<file path="src/rtl/tdm_pkg.sv">
// tdm_pkg: shared state encoding and slot-width helper for the TDM demux
package tdm_pkg;
  typedef enum logic {HUNT, LOCK} state_t;
  localparam int N_CH_DEF = 4;
  localparam int SEL_W_DEF = $clog2(N_CH_DEF);
  function automatic int sel_w(input int n);
    return (n < 2) ? 1 : $clog2(n);
  endfunction
endpackage

</file>
<file path="src/rtl/tdm_slot_counter.sv">
// tdm_slot_counter: modulo-N_CH slot index with clear, load-to-1 and increment
module tdm_slot_counter
  import tdm_pkg::*;
#(
  parameter int N_CH = 4,
  localparam int SEL_W = sel_w(N_CH)
) (
  input  logic             clk,
  input  logic             rst,
  input  logic             clr,
  input  logic             load1,
  input  logic             inc,
  output logic [SEL_W-1:0] slot,
  output logic             last
);
  assign last = (slot == SEL_W'(N_CH - 1));
  // clear wins over load, load over increment; wrap is explicit so non-power-of-2 N_CH works
  always_ff @(posedge clk or posedge rst)
    if (rst) slot <= '0;
    else if (clr) slot <= '0;
    else if (load1) slot <= SEL_W'(1);
    else if (inc) slot <= last ? '0 : slot + SEL_W'(1);
endmodule

</file>
<file path="src/rtl/tdm_demux_4ch.sv">
// tdm_demux_4ch: steers a word-serial TDM stream into per-channel registers, one full frame at a time
module tdm_demux_4ch
  import tdm_pkg::*;
#(
  parameter int N_CH = 4,
  parameter int W = 8,
  localparam int SEL_W = sel_w(N_CH)
) (
  input  logic              clk,
  input  logic              rst,
  input  logic              din_valid,
  input  logic [W-1:0]      din,
  input  logic              frame_sync,
  output logic [N_CH*W-1:0] ch_data,
  output logic              frame_valid,
  output logic [SEL_W-1:0]  slot,
  output logic              locked,
  output logic              sync_err
);
  state_t state;
  logic [W-1:0] shadow [N_CH-1];
  logic [N_CH*W-1:0] frame;
  logic last, load1, data_beat, inc, clr;
  assign locked = (state == LOCK);
  assign load1 = din_valid & frame_sync;
  assign data_beat = din_valid & ~frame_sync & locked;
  assign inc = data_beat & (slot != '0);
  assign clr = data_beat & (slot == '0);
  tdm_slot_counter #(.N_CH(N_CH)) u_cnt (
    .clk(clk), .rst(rst), .clr(clr), .load1(load1), .inc(inc), .slot(slot), .last(last)
  );
  // completed frame: buffered slots plus the final sample arriving this beat
  always_comb begin
    frame = '0;
    for (int k = 0; k < N_CH - 1; k++) frame[k*W +: W] = shadow[k];
    frame[(N_CH-1)*W +: W] = din;
  end
  // framing FSM, shadow capture, frame publication and one-cycle pulses
  always_ff @(posedge clk or posedge rst)
    if (rst) begin
      state <= HUNT;
      ch_data <= '0;
      frame_valid <= 1'b0;
      sync_err <= 1'b0;
      for (int k = 0; k < N_CH - 1; k++) shadow[k] <= '0;
    end else begin
      frame_valid <= 1'b0;
      sync_err <= 1'b0;
      if (load1) begin
        shadow[0] <= din;
        state <= LOCK;
        sync_err <= locked && (slot != '0);
      end else if (clr) begin
        sync_err <= 1'b1;
        state <= HUNT;
      end else if (inc) begin
        if (last) begin
          ch_data <= frame;
          frame_valid <= 1'b1;
        end
        for (int k = 1; k < N_CH - 1; k++) if (slot == SEL_W'(k)) shadow[k] <= din;
      end
    end
endmodule

</file>
<file path="config.mk">
export PLATFORM = sky130hd
export DESIGN_NAME = tdm_demux_4ch
export DESIGN_NICKNAME = d
export VERILOG_FILES = /design/src/rtl/tdm_pkg.sv /design/src/rtl/tdm_slot_counter.sv /design/src/rtl/tdm_demux_4ch.sv
export SDC_FILE = /design/constraint.sdc
export NUM_CORES = 1
export LEC_CHECK = 0
export ABC_CLOCK_PERIOD_IN_PS = 1600
export BUFFER_PORTS_ARGS = -buffer_cell sky130_fd_sc_hd__buf_2
export CORE_MARGIN = 4
export CORE_UTILIZATION = 41
export DETAILED_ROUTE_END_ITERATION = 10
export HOLD_SLACK_MARGIN = 0.05
export PLACE_DENSITY = 0.67
export SYNTH_ARGS = -nofsm -noshare
export SYNTH_HDL_FRONTEND = slang
export SYNTH_SLANG_ARGS = --single-unit
</file>
<file path="constraint.sdc">
create_clock -name clk -period 1.6 [get_ports clk]
set_input_delay 0.08 -clock clk [delete_from_list [all_inputs] [get_ports clk]]
set_output_delay 0.08 -clock clk [all_outputs]
set_load 0.005 [all_outputs]
</file>
* Word level (Yosys, flattened, before mapping)
Cells that the tools add are included.
** Storage, ports and cells
- Bits in read-only memories :: 0
- Bits of input ports :: 12
- Register bits :: 61
- Memories :: 0
- RAM bits :: 0
- Output and inout port bits :: 37
- Latch bits :: 0
- Logic and storage cells :: 40
** Operators by class
- Multiplexer cells :: 12
- Eq/ne operators :: 3
- Bitwise logic cells :: 8
- Shift operators :: 0
- Reductions and logical operators :: 8
- Multipliers :: 0
- Divide/modulo/power cells :: 0
- Add/sub/neg operators :: 1
- Magnitude comparators :: 0
** Operators with widths (count)
- $reduce_and A4 Y1 :: 3
- $mux W1 :: 8
- $mux W2 :: 4
- $and A1 B1 Y1 :: 5
- $eq A2 B2 Y1 const B :: 2
- $reduce_bool A2 Y1 :: 2
- $not A1 Y1 :: 3
- $reduce_bool A3 Y1 :: 1
- $add A2 B1 Y2 const B :: 1
- $eq A2 B1 Y1 const B :: 1
- $logic_not A2 Y1 :: 1
- $logic_and A1 B1 Y1 :: 1

* Depth between registers and ports, before layout
- Word-level depth :: 7
- Depth in mapped cells :: 6
- Mapped depth without buffers :: 5

* Cells and area by module
A second synthesis with hierarchy kept.
** Second synthesis, totals
- Cells, all modules :: 142
- Area, all modules :: 2373.5 sq um
** Modules (own cells, without submodules)
- tdm_demux_4ch :: area each 2267.2 sq um, sequential area each 1476.4 sq um, cells an instance 132, times used 1
- tdm_slot_counter :: area each 106.4 sq um, sequential area each 50.0 sq um, cells an instance 10, times used 1

* Worst setup path before layout
OpenSTA, ideal clock, no wires.
- Kind :: register -> register
- From :: register u_cnt.slot[0]
- To :: register ch_data[0]
- Data required time :: 1.475 ns
- Stages on the path, launching flop included :: 7
- Library setup time :: 0.125 ns
- Period minus slack after synthesis :: 1.755 ns
- Slack :: -0.155 ns
- Arrival :: 1.630 ns
- Buffers on the path :: 1
- Cell sequence :: dfrtp_1 > inv_1 > ha_1 > and4bb_2 > nand2_4 > buf_6 > mux2_4
** Between the ends
- Longest elaborated chain between the ends :: 4
- Elaborated cells on any way between the ends :: 7
- Classes of those cells :: 1 x eq/ne; 3 x bitwise; 3 x reduce/logical
** Ends and longest elaborated chain
- start: declaration :: line tdm_slot_counter.sv:13 : output logic [SEL_W-1:0] slot,
- start signal: assignment :: line tdm_slot_counter.sv:22 : else if (inc) slot <= last ? '0 : slot + SEL_W'(1);
- $logic_not A2 Y1 :: line tdm_demux_4ch.sv:28 : assign clr = data_beat & (slot == '0);
- $and A1 B1 Y1 :: line tdm_demux_4ch.sv:28
- $not A1 Y1 (no source line)
- $reduce_and A4 Y1 (no source line) (*)
- end signal: assignment :: line tdm_demux_4ch.sv:58 : ch_data <= frame;
- end: declaration :: line tdm_demux_4ch.sv:14 : output logic [N_CH*W-1:0] ch_data,
Mark *: on every way between the ends. The rest lies on a longest branch, timed or not.
A chain may end at the register's enable or synchronous reset.

* Worst setup path after layout
- From :: register u_cnt.slot[1]
- To :: register ch_data[9]
The elaborated chain is that of the path after synthesis.

==> results.cfg <==
[status]
status = finished with violations
violations = negative setup slack

[timing]
tns_ps = -2.47
fin_crit_ps = 1600
setup_slack_ps = -2.47
relSlewSlack = 0.683
rsz0062_at_grt = yes
skew_ps = 6.20
hold_violations = 0
finalCritPeriodShare = 1.00
fin_hold_ws_ps = 341
drv_slew = 0
timing.fmax_mhz = 624
tightest_slew_ps = 474
finalSetupViolCount = 1

[layout]
antenna_cells = 0
nets = 238
drive_gt1_frac = 0.612
design_area_sq_mm = 0.00321
syn_to_final_growth_pct = 30.2
n_fill_cell = 471

[synth]
avgSynthCellArea_sq_um = 17.1
syn_nets = 160
syn-cell-area_sq_mm = 0.00247
ys_warn_count = 0
post_synth_num_cell_types = 15
ys_seq_area_frac = 0.618
synth-seq-cells = 61
syn_inst = 144

[setup_path]
required_ps = 1820
r2r-start = u_cnt.slot[1]$_DFFE_PP0P_
start_kind = register
worstPathMaxFanout = 15
crit_arrival_ps = 1820
worstReg2RegEnd = ch_data[9]$_DFFE_PP0P_
ff2ff_path_depth = 6
r2r_setup_slack_ps = -2
end_kind = register
path_class = reg -> reg

[floorplan]
die_h_microns = 85.6
num_rows = 27
coreArea_sq_mm = 0.00568
ios = 49
die_area_sq_mm = 0.00733
initial_core_util = 0.435
die-width_microns = 85.6

[drt]
wl_microns = 4450
route.met3.wl_microns = 294
firstDrtPassIters = 2
drt-vias-per-instance = 4.78
drc = 0
dr_wl_met2_microns = 2010
drt_iter0_drc = 35
wl_met1_microns = 2110
ant_nets = 0
num_vias = 1429
wl_per_cell_microns = 14.9
maxUsedRoutingLayer = met4

[placed_design]
portBuffers = 48
placed_cell_area_sq_mm = 0.00287
dp_worst_setup_slack_ps = -42.0
hpwl_microns = 2940
place_congestion = 0.721

[cts]
path_clk_slew_ps = 70
cts_made_buffers = 9
h-tree-depth = 3
clk_latency_ps = 330
cts_buffer_depth = 2
cts_sinks = 61
cts_tree = yes
ctsRootBufferMaster = clkbuf_8

[power_and_ir_drop]
pwr-share-comb = 0.244
peakVddDrop_mv = 0.745
p_leak_nw = 1.76
p_sw_frac = 0.269
seqPwrFrac = 0.472
p_sw_w = 0.00128
p_int_w = 0.00349
p_clk_frac = 0.284
power_density_mw_per_mm2 = 1480

[global_routing]
grt_pass1_vias = 1520
gr-total-overflow = 0
grt_usage = 0.139
grt_max_degree = 62
antenna_found_initial = 0
grt_pass1_wl_microns = 7730

[flow_run]
cap_violations = 0

[worst_hold_path]
worst_hold_path_type = in -> async
==> through the flow <==
step                      power (W)  utilization  instances
after detailed placement    0.00340        0.506        270
final                       0.00477        0.566        299
after global placement      0.00335        0.506        270
after global routing        0.00510        0.566        299
after floorplan             0.00291            -        144
after CTS                   0.00483        0.564        297
==> worst max-delay path by stage <==
stage	from	to	slack [ps]	cells after the start
finish	u_cnt.slot[1]$_DFFE_PP0P_	ch_data[9]$_DFFE_PP0P_	-2	6
global route	u_cnt.slot[1]$_DFFE_PP0P_	ch_data[9]$_DFFE_PP0P_	-70	6
CTS	u_cnt.slot[0]$_DFFE_PP0P_	ch_data[9]$_DFFE_PP0P_	-20	6
detailed placement	u_cnt.slot[1]$_DFFE_PP0P_	ch_data[31]$_DFFE_PP0P_	-40	6
global placement	u_cnt.slot[1]$_DFFE_PP0P_	ch_data[24]$_DFFE_PP0P_	-10	6
floorplan	u_cnt.slot[0]$_DFFE_PP0P_	ch_data[0]$_DFFE_PP0P_	-120	6
==> metal layers <==
layer | GRT usage | up-vias
met2 | 0.206 | 41
met3 | 0.0663 | 5
met1 | 0.179 | 719
met5 | 0 | -
li1 | - | 664
met4 | 0.0475 | 0
==> synthesized netlist by cell type <==
master	instances	area share
xnor2_1	1	0.0035
a22o_1	2	0.0071
mux2_4	29	0.18
nor2_1	1	0.0015
mux2_2	27	0.12
and4bb_2	1	0.0051
buf_6	3	0.014
nand2_1	5	0.0076
o21ai_0	2	0.0041
inv_1	4	0.0061
dfrtp_1	61	0.62
ha_1	4	0.020
nand2_4	1	0.0046
nor4b_1	1	0.0035
nand2_2	2	0.0051
==> logic make-up after synthesis <==
group | after synthesis | share of synthesized area
AOI/OAI and AO/OA | 4 | 0.0112
xor gates and xnor gates | 1 | 0.00355
adders and majority gates | 4 | 0.0203
buffers and inverters | 7 | 0.0198
DFF | 61 | 0.618
muxes | 56 | 0.300
and+or+nand+nor | 11 | 0.0274
==> layout make-up <==
cell class | count | area, sq um | area share
Timing Repair Buffer | 70 | 474 | 0.148
Multi-Input combinational cell | 76 | 910 | 0.283
Sequential cell | 61 | 1530 | 0.475
Tap cell | 72 | 90.1 | 0.0280
Clock buffer | 9 | 124 | 0.0385
Inverter | 4 | 15.0 | 0.00467
Clock inverter | 7 | 75.1 | 0.0234
==> state kept, by name, indices dropped and copies added (netlist names) <==
register     flops
u_cnt.slot       2
frame           24
sync_err         1
ch_data         32
locked           1
frame_valid      1
==> placed cells by master (no fill, tap or decap), types with 2 or more instances in the layout <==
cell type,netlist,routed
ha_1,4,3
dlygate4sd3_1,0,11
dfrtp_1,61,61
clkinvlp_4,0,3
inv_2,0,3
mux2_4,29,29
buf_12,0,3
o21ai_0,2,2
buf_2,0,48
buf_4,0,7
nand2_2,2,2
a22o_1,2,2
clkbuf_8,0,9
nand2_1,5,5
mux2_2,27,27
==> what timing repair did <==
item                                   4_1_cts  5_1_grt
gates resized for setup                      5        0
setup endpoints to repair                   47       47
hold buffers                                11        0
endpoints found under the hold margin       96        0
pin swaps                                    1        1
setup buffers                                0        2
==> worst max-delay path, stage by stage, from the launching register on <==
cell and delay [ps]:
dfrtp_1 370, inv_2 60, ha_4 150, and4bb_4 340, nand2_4 90, buf_12 170
mux2_4 300
==> power groups by stage <==
stage          Combinational (W)  Clock (W)  Sequential, W
2_1_floorplan           0.000658          0        0.00225
3_3_place_gp             0.00108          0        0.00227
3_5_place_dp             0.00112          0        0.00228
4_1_cts                  0.00117    0.00140        0.00226
5_1_grt                  0.00129    0.00149        0.00232
6_report                 0.00116    0.00135        0.00225
No activity file was read; power rests on OpenSTA's default activity.
